==> config.mk <==
export PLATFORM = sky130hd
export DESIGN_NAME = lsu_exec
export DESIGN_NICKNAME = d
export VERILOG_FILES = /design/src/rtl/lsu_exec.sv
export SDC_FILE = /design/constraint.sdc
export NUM_CORES = 1
export LEC_CHECK = 0
export BUFFER_PORTS_ARGS = -buffer_cell sky130_fd_sc_hd__buf_2
export CAP_MARGIN = 20
export CORE_MARGIN = 10
export CORE_UTILIZATION = 50
export DETAILED_ROUTE_END_ITERATION = 10
export MAX_ROUTING_LAYER = met4
export PLACE_DENSITY_LB_ADDON = 0.08
export SLEW_MARGIN = 20
export SYNTH_ARGS = -nofsm -noshare
export SYNTH_HDL_FRONTEND = slang
export SYNTH_SLANG_ARGS = --single-unit
==> constraint.sdc <==
create_clock -name clk -period 3.4 [get_ports clk]
set_input_delay 0.51 -clock clk [delete_from_list [all_inputs] [get_ports clk]]
set_output_delay 0.51 -clock clk [all_outputs]
set_load 0.02 [all_outputs]
==> src/rtl/lsu_exec.sv <==
// Execute/memory stage of the load/store unit: effective address, alignment check,
// one valid/ready data-memory request, and load data alignment/extension for writeback.
module lsu_exec #(
    parameter int XLEN = 32
) (
    input  logic            clk,
    input  logic            rst_n,
    input  logic            in_valid,
    output logic            in_ready,
    input  logic            in_is_load,
    input  logic            in_is_nop,
    input  logic            in_zero_ext,
    input  logic [1:0]      in_size,
    input  logic [XLEN-1:0] in_rs1_val,
    input  logic [XLEN-1:0] in_rs2_val,
    input  logic [4:0]      in_rd,
    input  logic [11:0]     in_imm,
    output logic            mem_req_valid,
    input  logic            mem_req_ready,
    output logic            mem_we,
    output logic [XLEN-1:0] mem_addr,
    output logic [XLEN-1:0] mem_wdata,
    output logic [3:0]      mem_wstrb,
    input  logic            mem_rsp_valid,
    input  logic [XLEN-1:0] mem_rdata,
    output logic            wb_valid,
    output logic [4:0]      wb_rd,
    output logic [XLEN-1:0] wb_data,
    output logic            misalign_err
);

    typedef enum logic [1:0] {
        IDLE,
        REQ,
        WAIT_RSP,
        WB
    } state_t;

    state_t state;
    state_t state_next;

    logic            accept;
    logic            issue;
    logic            misaligned;
    logic            misalign_hit;
    logic            size_byte;
    logic            size_half;
    logic            size_word;
    logic [XLEN-1:0] eff_addr;
    logic [XLEN-1:0] st_wdata;
    logic [3:0]      st_wstrb;

    logic [XLEN-1:0] addr_q;
    logic [1:0]      size_q;
    logic            zext_q;
    logic [4:0]      rd_q;
    logic            is_load_q;
    logic [XLEN-1:0] wdata_q;
    logic [3:0]      wstrb_q;
    logic [XLEN-1:0] wb_data_q;
    logic [4:0]      wb_rd_q;
    logic            misalign_q;

    logic [7:0]      ld_byte;
    logic [15:0]     ld_half;
    logic [XLEN-1:0] ld_result;

    assign accept    = (state == IDLE) && in_valid;
    assign eff_addr  = in_rs1_val + {{(XLEN-12){in_imm[11]}}, in_imm};
    assign size_byte = (in_size == 2'd0);
    assign size_half = (in_size == 2'd1);
    assign size_word = in_size[1];

    assign misaligned   = (size_half && eff_addr[0]) || (size_word && (eff_addr[1:0] != 2'b00));
    assign issue        = accept && !in_is_nop && !misaligned;
    assign misalign_hit = accept && !in_is_nop && misaligned;

    // Store data is replicated across lanes so the memory only needs the byte enables.
    always_comb begin
        st_wdata = in_rs2_val;
        st_wstrb = 4'b1111;
        if (size_byte) begin
            st_wdata = {4{in_rs2_val[7:0]}};
            st_wstrb = 4'b0001 << eff_addr[1:0];
        end else if (size_half) begin
            st_wdata = {2{in_rs2_val[15:0]}};
            st_wstrb = 4'b0011 << eff_addr[1:0];
        end
        if (in_is_load) begin
            st_wstrb = 4'b0000;
        end
    end

    always_comb begin
        ld_byte = mem_rdata[{addr_q[1:0], 3'b000} +: 8];
        ld_half = mem_rdata[{addr_q[1], 4'b0000} +: 16];
        case (size_q)
            2'd0: ld_result = zext_q ? {{(XLEN-8){1'b0}}, ld_byte}
                                     : {{(XLEN-8){ld_byte[7]}}, ld_byte};
            2'd1: ld_result = zext_q ? {{(XLEN-16){1'b0}}, ld_half}
                                     : {{(XLEN-16){ld_half[15]}}, ld_half};
            default: ld_result = mem_rdata;
        endcase
    end

    always_ff @(posedge clk or negedge rst_n) begin
        if (!rst_n) begin
            state <= IDLE;
        end else begin
            state <= state_next;
        end
    end

    // Responses are only looked at in WAIT_RSP, so one arriving alongside the handshake is dropped.
    always_comb begin
        state_next = state;
        case (state)
            IDLE: begin
                if (issue) begin
                    state_next = REQ;
                end
            end
            REQ: begin
                if (mem_req_ready) begin
                    state_next = is_load_q ? WAIT_RSP : IDLE;
                end
            end
            WAIT_RSP: begin
                if (mem_rsp_valid) begin
                    state_next = WB;
                end
            end
            WB: begin
                state_next = IDLE;
            end
            default: begin
                state_next = IDLE;
            end
        endcase
    end

    always_comb begin
        in_ready      = 1'b0;
        mem_req_valid = 1'b0;
        wb_valid      = 1'b0;
        case (state)
            IDLE:     in_ready = 1'b1;
            REQ:      mem_req_valid = 1'b1;
            WB:       wb_valid = (wb_rd_q != 5'd0);
            default:  ;
        endcase
    end

    always_ff @(posedge clk or negedge rst_n) begin
        if (!rst_n) begin
            addr_q     <= '0;
            size_q     <= '0;
            zext_q     <= 1'b0;
            rd_q       <= '0;
            is_load_q  <= 1'b0;
            wdata_q    <= '0;
            wstrb_q    <= '0;
            wb_data_q  <= '0;
            wb_rd_q    <= '0;
            misalign_q <= 1'b0;
        end else begin
            misalign_q <= misalign_hit;
            if (issue) begin
                addr_q    <= eff_addr;
                size_q    <= in_size;
                zext_q    <= in_zero_ext;
                rd_q      <= in_rd;
                is_load_q <= in_is_load;
                wdata_q   <= in_is_load ? '0 : st_wdata;
                wstrb_q   <= st_wstrb;
            end
            if ((state == WAIT_RSP) && mem_rsp_valid) begin
                wb_data_q <= ld_result;
                wb_rd_q   <= rd_q;
            end
        end
    end

    assign mem_we       = is_load_q ? 1'b0 : (addr_q != '0 || wstrb_q != 4'b0000);
    assign mem_addr     = {addr_q[XLEN-1:2], 2'b00};
    assign mem_wdata    = wdata_q;
    assign mem_wstrb    = wstrb_q;
    assign wb_rd        = wb_rd_q;
    assign wb_data      = wb_data_q;
    assign misalign_err = misalign_q;

endmodule
======== Word-level counts from Yosys, hierarchy flattened ========
Cells that the tools add are included.
storage, ports and cells
  word-level logic and storage cells ...... 61
  bits in registers ....................... 117
  input bits .............................. 123
cells by class
  muxes and demuxes ....................... 18
  shifts and indexed selects .............. 4
  add/subtract/negate cells ............... 1
  equal/unequal tests ..................... 8
  reductions and logical operators ........ 19
operators with widths
  cell                                                 count
  2-to-1 mux 32 bit                                    5
  one-hot mux 32 bit (2 select lines)                  1
  adder 32 bit                                         1
  nonzero test 32 bit                                  1
  variable part select 32 x 6 -> 16 bit                1
  variable part select 32 x 6 -> 8 bit                 1
  2-to-1 mux 4 bit                                     3
  2-to-1 mux 2 bit                                     4
  one-hot mux 2 bit (4 select lines)                   1
  logical AND 1 bit                                    7
  equality test 2 x 1 -> 1 bit, second input constant  3
  zero test 2 bit                                      3
  inequality test 2 bit, second input constant         3
  nonzero test 5 bit                                   1
  equality test 2 bit, second input constant           2
  2-to-1 mux 1 bit                                     4
  nonzero test 4 bit                                   1
  << shifter 1 x 2 -> 4 bit, first input constant      1
  << shifter 2 x 2 -> 4 bit, first input constant      1
  AND reduction 3 bit                                  1
  zero test 1 bit                                      2
  logical OR 1 bit                                     2
  nonzero test 2 bit                                   1

======== Longest topological paths before layout ========
Gate-level depths: netlist of run 1.
  depth after elaboration ................. 8
  mapped depth ............................ 11

======== Worst setup path after synthesis of run 1 ========
No wires, ideal clock.
  path type ............................... input to register
  start ................................... in in_rs1_val[0]
  end ..................................... reg addr_q[23]
  library setup time ...................... 0.087 ns
  data required time ...................... 3.313 ns
  buffers on the path ..................... 3
  setup slack ............................. 0.636 ns
  cell stages on the path ................. 11
  arrival ................................. 2.677 ns
  cell sequence ........................... ha_1 > fa_1 > inv_1 > ha_1 > mux2i_1 > nand2b_1 > buf_2 > buf_2 > buf_1 > a21oi_1 > o211ai_1
on the way
  word-level cells in the longest chain between the ends .. 6
  elaborated cells on any way between the ends .. 7
RTL lines
  what                   RTL line  text
  from (decl)            14        input logic [XLEN-1:0] in_rs1_val,
  adder 32 bit           69        assign eff_addr = in_rs1_val + {{(XLEN-12){in_imm[11]}}, in_imm};
  named net eff_addr[1]  49        logic [XLEN-1:0] eff_addr;
  nonzero test 2 bit     74        assign misaligned = (size_half && eff_addr[0]) || (size_word && (eff_addr[1:0] != 2'b00));
  logical AND 1 bit      74
  logical OR 1 bit       74
  zero test 1 bit        75        assign issue = accept && !in_is_nop && !misaligned;
  logical AND 1 bit      75
  to (signal assigned)   169       addr_q <= eff_addr;
  to (decl)              53        logic [XLEN-1:0] addr_q;
The timed path passes the listed nets, and every way through them passes these cells.
A chain may end at the register's enable or synchronous reset.

======== Worst setup path in the final report of run 1 ========
  start ................................... in in_rs1_val[0]
  end ..................................... reg addr_q[17]
The elaborated chain is that of the path after synthesis.

==> results of run 1 <==
## how the worst max path moves through the flow
stage | startpoint | endpoint | slack, ns | cells past startpoint
finish | in_rs1_val[0] | addr_q[17] | 0.71 | 11
global route | in_rs1_val[0] | addr_q[17] | 0.47 | 11
CTS | in_rs1_val[0] | addr_q[24] | 0.72 | 10
detailed placement | in_rs1_val[0] | addr_q[17] | 0.29 | 11
global placement | in_rs1_val[0] | addr_q[24] | 0.34 | 10
floorplan | in_rs1_val[0] | addr_q[23] | 0.64 | 11
## sequential cells by signal (all words and copies together) (netlist names), named ones only
signal,count
wb_rd,5
size_q,2
state,1
mem_wdata,32
mem_wstrb,4
zext_q,1
misalign_err,1
addr_q,32
is_load_q,1
wb_data,32
rd_q,5
## per-layer routing
metal  routed length, µm  GRT usage (%)  vias to the layer above
li1                    -              -                     3383
met1                9610           26.7                     3288
met2               11300           36.8                      235
met3                1200           4.21                       14
met4                 268           6.19                        0
met5                   0              -                        -
## logic make-up after synthesis
kind of cell / count (synthesis) / synth area share [%]
other: 1 / 0.0508
DFF: 117 / 39.6
buffers and inverters: 97 / 6.86
and+or+nand+nor: 297 / 17.6
adders and majority gates: 36 / 6.20
xor gates and xnor gates: 26 / 3.08
AOI/OAI and AO/OA: 245 / 21.2
muxes: 37 / 5.34
## synth_stat cells, types with 2 or more instances
| library cell | number |
|---|---|
| buf_4 | 32 |
| o31ai_1 | 30 |
| a21oi_1 | 77 |
| a211o_1 | 2 |
| o21bai_2 | 2 |
| a21o_1 | 13 |
| and3_1 | 3 |
| clkbuf_1 | 26 |
| nor4_1 | 9 |
| xnor2_1 | 15 |
| nand2b_1 | 11 |
| nand2_1 | 173 |
| a222oi_1 | 7 |
| o21ai_0 | 56 |
| xor2_1 | 11 |
| and2_1 | 4 |
| o311ai_0 | 2 |
| mux2i_1 | 27 |
| inv_1 | 11 |
| nor2_1 | 49 |
| mux2_2 | 9 |
| a211oi_1 | 7 |
| dfrtp_1 | 117 |
| nand3_1 | 10 |
| o311a_1 | 2 |
| o211ai_1 | 6 |
| ha_1 | 35 |
| buf_2 | 17 |
| o21a_1 | 4 |
| buf_1 | 10 |
| o21ai_1 | 10 |
| or2_0 | 2 |
| nor3_1 | 5 |
| o21bai_1 | 5 |
| or3_1 | 4 |
| a31oi_1 | 6 |
| or4_1 | 2 |
| o31a_1 | 2 |
| nand4_1 | 14 |
| nor2b_1 | 6 |
## critical path, delay by kind of cell
| family | cells | cell delay [ns] |
|---|---|---|
| fa+ha+maj | 3 | 1.10 |
| simple gates | 2 | 0.42 |
| compound gates | 1 | 0.14 |
| mux | 2 | 0.37 |
| buf+inv | 3 | 0.41 |
## through the flow
| step | cell area [µm²] | hold WS [ns] |
|---|---|---|
| 2_1_floorplan | 7390 | 0.214 |
| 4_1_cts | 9110 | 0.181 |
| 3_3_place_gp | 8510 | 0.446 |
| 5_1_grt | 9110 | 0.203 |
| 3_5_place_dp | 8510 | 0.456 |
| 6_report | 9110 | 0.155 |
## cells in the final DEF, fill, tap and decap left out, types with 6 or more instances in the layout
cell	instances
buf_2	229
nand2_1	173
dfrtp_1	117
a21oi_1	77
o21ai_0	56
nor2_1	49
ha_1	35
o31ai_1	30
mux2i_1	27
clkbuf_16	17
xnor2_1	15
nand4_1	14
a21o_1	13
buf_4	13
inv_1	11
xor2_1	11
nand2b_1	10
o21ai_1	10
nand3_1	10
nor4_1	9
mux2_2	9
a211oi_1	7
a222oi_1	7
o211ai_1	6
a31oi_1	6
clkinv_2	6
## area by class of cell
type	instances	area [µm²]
Clock buffer	22	474
Clock inverter	10	128
Fill cell	1350	5370
Inverter	11	41.3
Multi-Input combinational cell	643	3970
Sequential cell	117	2930
Tap cell	184	230
Timing Repair Buffer	247	1340
## where the power goes
group          internal (mW)  total [mW]  switching (mW)
Combinational           1.13        3.15            2.02
Clock                   1.20        1.81           0.604
Sequential              2.03        2.54           0.510
==> impl_metrics.csv, run 1 <==
group,metric,value,unit
sta,period_share,79.2,%
sta,period_minus_slack,2.69,ns
route,drt_pass1_iterations,5,
global_routing,antenna_found_initial,0,
logic_synthesis,synth_area_leader_cell,"dfrtp_1",
layout,nNetsFinal,1196,
worst_setup_path,start_kind,"input port",
worst_setup_path,cp_slowest_cell,"fa_1",
logic_synthesis,synth_async_sr_flop_share,100,%
clocking,cts_resized,0,
floorplan,num_rows,44,
worst_setup_path,cp_data_required_time,3.66,ns
worst_setup_path,cp.arrival,2.95,ns
sta,final.setup_skew,0.00662,ns
floorplan,coreArea,14500,µm²
route,drc,0,
min_path,hp-class,"in -> async",
clocking,cts.path.max_buffers,2,
placement,place_congestion,0.905,
clocking,insertion_delay,0.41,ns
pwr,power,7.49,mW
layout,layout.cells.non_filler,1234,
global_routing,grt_max_degree,55,
clocking,cts_buffers,17,
clocking,ctsRootBufferMaster,"clkbuf_16",
worst_setup_path,reg2reg_depth,7,
logic_synthesis,ys_types,63,
logic_synthesis,synth.area.top_cells,"dfrtp_1 (40%), nand2_1 (8.8%), ha_1 (5.9%)",
logic_synthesis,synth_top_cell_area_share,39.6,%
worst_setup_path,cp_max_fo,29,
clocking,cts_tree,"yes",
pwr,peakVddDrop,370,µV
sta,max_freq,0.371,GHz
layout,n_antenna_cell,0,
sta,setup_ws,0.706,ns
logic_synthesis,syn_avg_cell_area,8.63,µm²
worst_setup_path,critical_path_class,"in -> reg",
layout,utilization,62.9,%
logic_synthesis,ys.flop_type,"dfrtp_1",
route,wire_per_inst,18.1,µm
clocking,clk_pin_slew_worst_paths,0.05,ns
route,wl,22400,µm
floorplan,initial_core_util,51.0,%
worst_setup_path,reg2reg_to,"addr_q[31]",
logic_synthesis,ys_ff_latch,117,
global_routing,grt_pass1_vias,6711,
clocking,post_cts_buffers,0,
route,num_vias,6920,
floorplan,dieArea,20000,µm²
global_routing,grt_overflow_total,0,
sta,tns,0,ns
logic_synthesis,ys_seq_area_share,39.6,%
route,ant_nets,0,
worst_setup_path,r2r_slack,1.19,ns
sta,worst_pin_slew,0.892,ns
floorplan,io_pins,233,
worst_setup_path,worstSetupEndpointType,"flip-flop",
floorplan,die_y,142,µm
logic_synthesis,netlist_instances,856,
worst_setup_path,cpPeakStageDelay,0.65,ns
logic_synthesis,syn_area,7390,µm²
sta,final_max_slew_viol_count,0,
worst_setup_path,cp_cell_sequence,"buf_2 -> ha_1 -> fa_1 -> inv_1 -> ha_1 -> mux2i_1 -> nand2b_4 -> buf_12 -> nor2_1 -> mux2i_1 -> o311ai_0",
placement,placed_cells,1202,
layout,syn_to_final_growth,23.3,%
route,viasPerCell,5.61,
global_routing,grt_usage,22.1,%
global_routing,grt_pass1_wl,35300,µm
sta,setup_violations,0,
sta,maxSlewHeadroom,40.3,%
logic_synthesis,yosysWarnings,0,
status,status,"completed",
job,drv_cap,0,
placement,post-dp-hpwl,17500,µm
placement,pre_cts_ws,0.285,ns
clocking,htreeDepth,4,
logic_synthesis,synth_edf_count,0,
sta,rsz0062_at_grt,"no",
placement,port_buffers,230,
clocking,cts.hold.buffers_added,0,
worst_setup_path,r2r-start,"state[0]",
pwr,p_leak,4.56,nW
route,initialDrtViolationCount,496,
sta,hold_violations,0,
floorplan,die-width,142,µm
clocking,cts.sinks,117,
pwr,power_density,822,nW/µm²
layout,drive_gt1_share,28.6,%
Note: power is estimated with default switching activity, not from simulation.
==> inputs of run 2 (changes only) <==
--- a/config.mk
+++ b/config.mk
@@ -8,7 +8,7 @@
 export BUFFER_PORTS_ARGS = -buffer_cell sky130_fd_sc_hd__buf_2
 export CAP_MARGIN = 20
 export CORE_MARGIN = 10
-export CORE_UTILIZATION = 50
+export CORE_UTILIZATION = 47
 export DETAILED_ROUTE_END_ITERATION = 10
 export MAX_ROUTING_LAYER = met4
 export PLACE_DENSITY_LB_ADDON = 0.08
==> constraint.sdc (replaced) <==
create_clock -name clk -period 2.26 [get_ports clk]
set_input_delay 0.339 -clock clk [delete_from_list [all_inputs] [get_ports clk]]
set_output_delay 0.339 -clock clk [all_outputs]
set_load 0.02 [all_outputs]
==> run 2 against run 1 <==
Non-clock buffer count grew 101. Clock power is 58% higher. Hold slack worse by 0.041 ns. Power grew 57%. Critical path type is now reg -> out. Critical endpoint is now mem_we.
==> impl_metrics.csv, run 2 (same netlist as run 1, synthesis figures left out) <==
group,metric,value,unit
status,status,"completed",
clocking,ctsRootBufferMaster,"clkbuf_16",
clocking,clk_pin_slew_worst_paths,0.05,ns
sta,final.setup_skew,0.00620,ns
floorplan,die_y,145,µm
sta,period_minus_slack,2.19,ns
global_routing,grt_overflow_total,0,
route,ant_nets,0,
clocking,cts_tree,"yes",
clocking,cts.path.max_buffers,2,
sta,rsz0062_at_grt,"no",
layout,syn_to_final_growth,36.5,%
layout,layout_common_cells,"buf_2 (228), nand2_1 (173), dfrtp_1 (117)",
floorplan,io_pins,233,
worst_setup_path,worstSetupEndpointType,"output port",
sta,max_freq,0.457,GHz
pwr,power_density,1170,nW/µm²
clocking,htreeDepth,4,
min_path,min_from,"in_rd[4]",
sta,period_share,96.9,%
worst_setup_path,cp.arrival,1.85,ns
placement,port_buffers,230,
global_routing,antenna_found_initial,1,
worst_setup_path,setup.worst_path.start,"mem_wstrb[2]",
route,num_vias,7236,
layout,layout_commonest_cell,"buf_2",
placement,pre_cts_ws,-0.299,ns
layout,fillers,1389,
layout,nNetsFinal,1297,
layout,final_area,10100,µm²
clocking,insertion_delay,0.41,ns
pwr,power,11.8,mW
global_routing,grt_pass1_wl,38300,µm
placement,place_congestion,0.918,
clocking,cts_buffers,17,
worst_setup_path,r2r-start,"addr_q[1]",
placement,dpl_cell_area,9340,µm²
pwr,peakVddDrop,648,µV
floorplan,num_rows,45,
sta,maxSlewHeadroom,56.5,%
floorplan,coreArea,15300,µm²
job,drv_cap,0,
layout,drive_gt1_share,35.8,%
worst_setup_path,cp_data_required_time,1.92,ns
sta,final_max_slew_viol_count,0,
clocking,cts.sinks,117,
worst_setup_path,critical_path_class,"reg -> out",
pwr,p_leak,5.07,nW
floorplan,initial_core_util,48.2,%
global_routing,grt_usage,22.6,%
sta,setup_violations,0,
sta,hold_violations,0,
sta,setup_ws,0.0702,ns
worst_setup_path,start_kind,"flip-flop",
route,wl,23700,µm
worst_setup_path,cp_max_fo,3,
global_routing,grt_pass1_vias,7207,
route,initialDrtViolationCount,454,
placement,post-dp-hpwl,18900,µm
sta,worst_pin_slew,0.653,ns
layout,utilization,65.8,%
floorplan,dieArea,21100,µm²
route,drt_pass1_iterations,7,
layout,regArea,2930,µm²
min_path,hp-class,"in -> reg",
route,drc,0,
floorplan,die-width,145,µm
route,wire_per_inst,17.4,µm
layout,multi_input_area,4070,µm²
route,viasPerCell,5.31,
global_routing,grt_max_degree,52,
==> run 2: layout make-up <==
cell class / count / area share [%]
antenna: 1 / 0.0248
clock buffer: 23 / 4.84
clock inverter: 9 / 1.46
inverter: 11 / 0.410
multi-input combinational: 643 / 40.3
sequential: 117 / 29.0
tap: 211 / 2.62
timing repair buffer: 348 / 21.3
==> run 2: timing repair <==
action,in CTS,in global routing
pin swaps,3,7
gates cloned,0,0
hold endpoints to repair,31,0
setup endpoints to repair,1,5
resized for setup,4,9
setup buffers,0,4
hold buffers,1,0
==> run 2: layer usage <==
| metal | global-route usage, % | wire, µm | part of all wire, % |
|---|---|---|---|
| met4 | 6.88 | 350 | 1.5 |
| met2 | 35.7 | 11300 | 48 |
| met5 | - | 0 | 0 |
| met1 | 28.5 | 10500 | 44 |
| met3 | 4.63 | 1520 | 6.4 |
==> run 2: critical path, stage by stage (launching register included) <==
cell and delay [ns]:
dfrtp_1 0.42, nor4_4 0.33, nand4_1 0.17, nor2_2 0.17, a41oi_2 0.15, buf_4 0.20
==> run 2: power by group <==
part | switching, mW | internal [mW] | total (mW)
logic | 3.16 | 1.97 | 5.13
clock network | 0.908 | 1.95 | 2.86
registers | 0.741 | 3.06 | 3.80
total | 4.81 | 6.98 | 11.8
==> run 2: worst paths after layout <==
check / cells past startpoint / slack, ns / to
min in group asynchronous: 2 / 0.47 / mem_wdata[13]
min: 3 / 0.11 / rd_q[4]
max reg2reg: 6 / 0.30 / wb_data[24]
max in group asynchronous: 3 / 1.15 / addr_q[28]
min reg2reg: 2 / 0.46 / wb_rd[2]
max: 5 / 0.07 / mem_we
==> run 2: through the flow <==
stage	hold WS, ns	instances	setup TNS [ns]
finish	0.115	1363	0
global route	0.116	1363	0
CTS	0.0974	1358	0
detailed placement	0.327	1325	-15.70
global placement	0.327	1325	-13.57
floorplan	0.0434	857	0
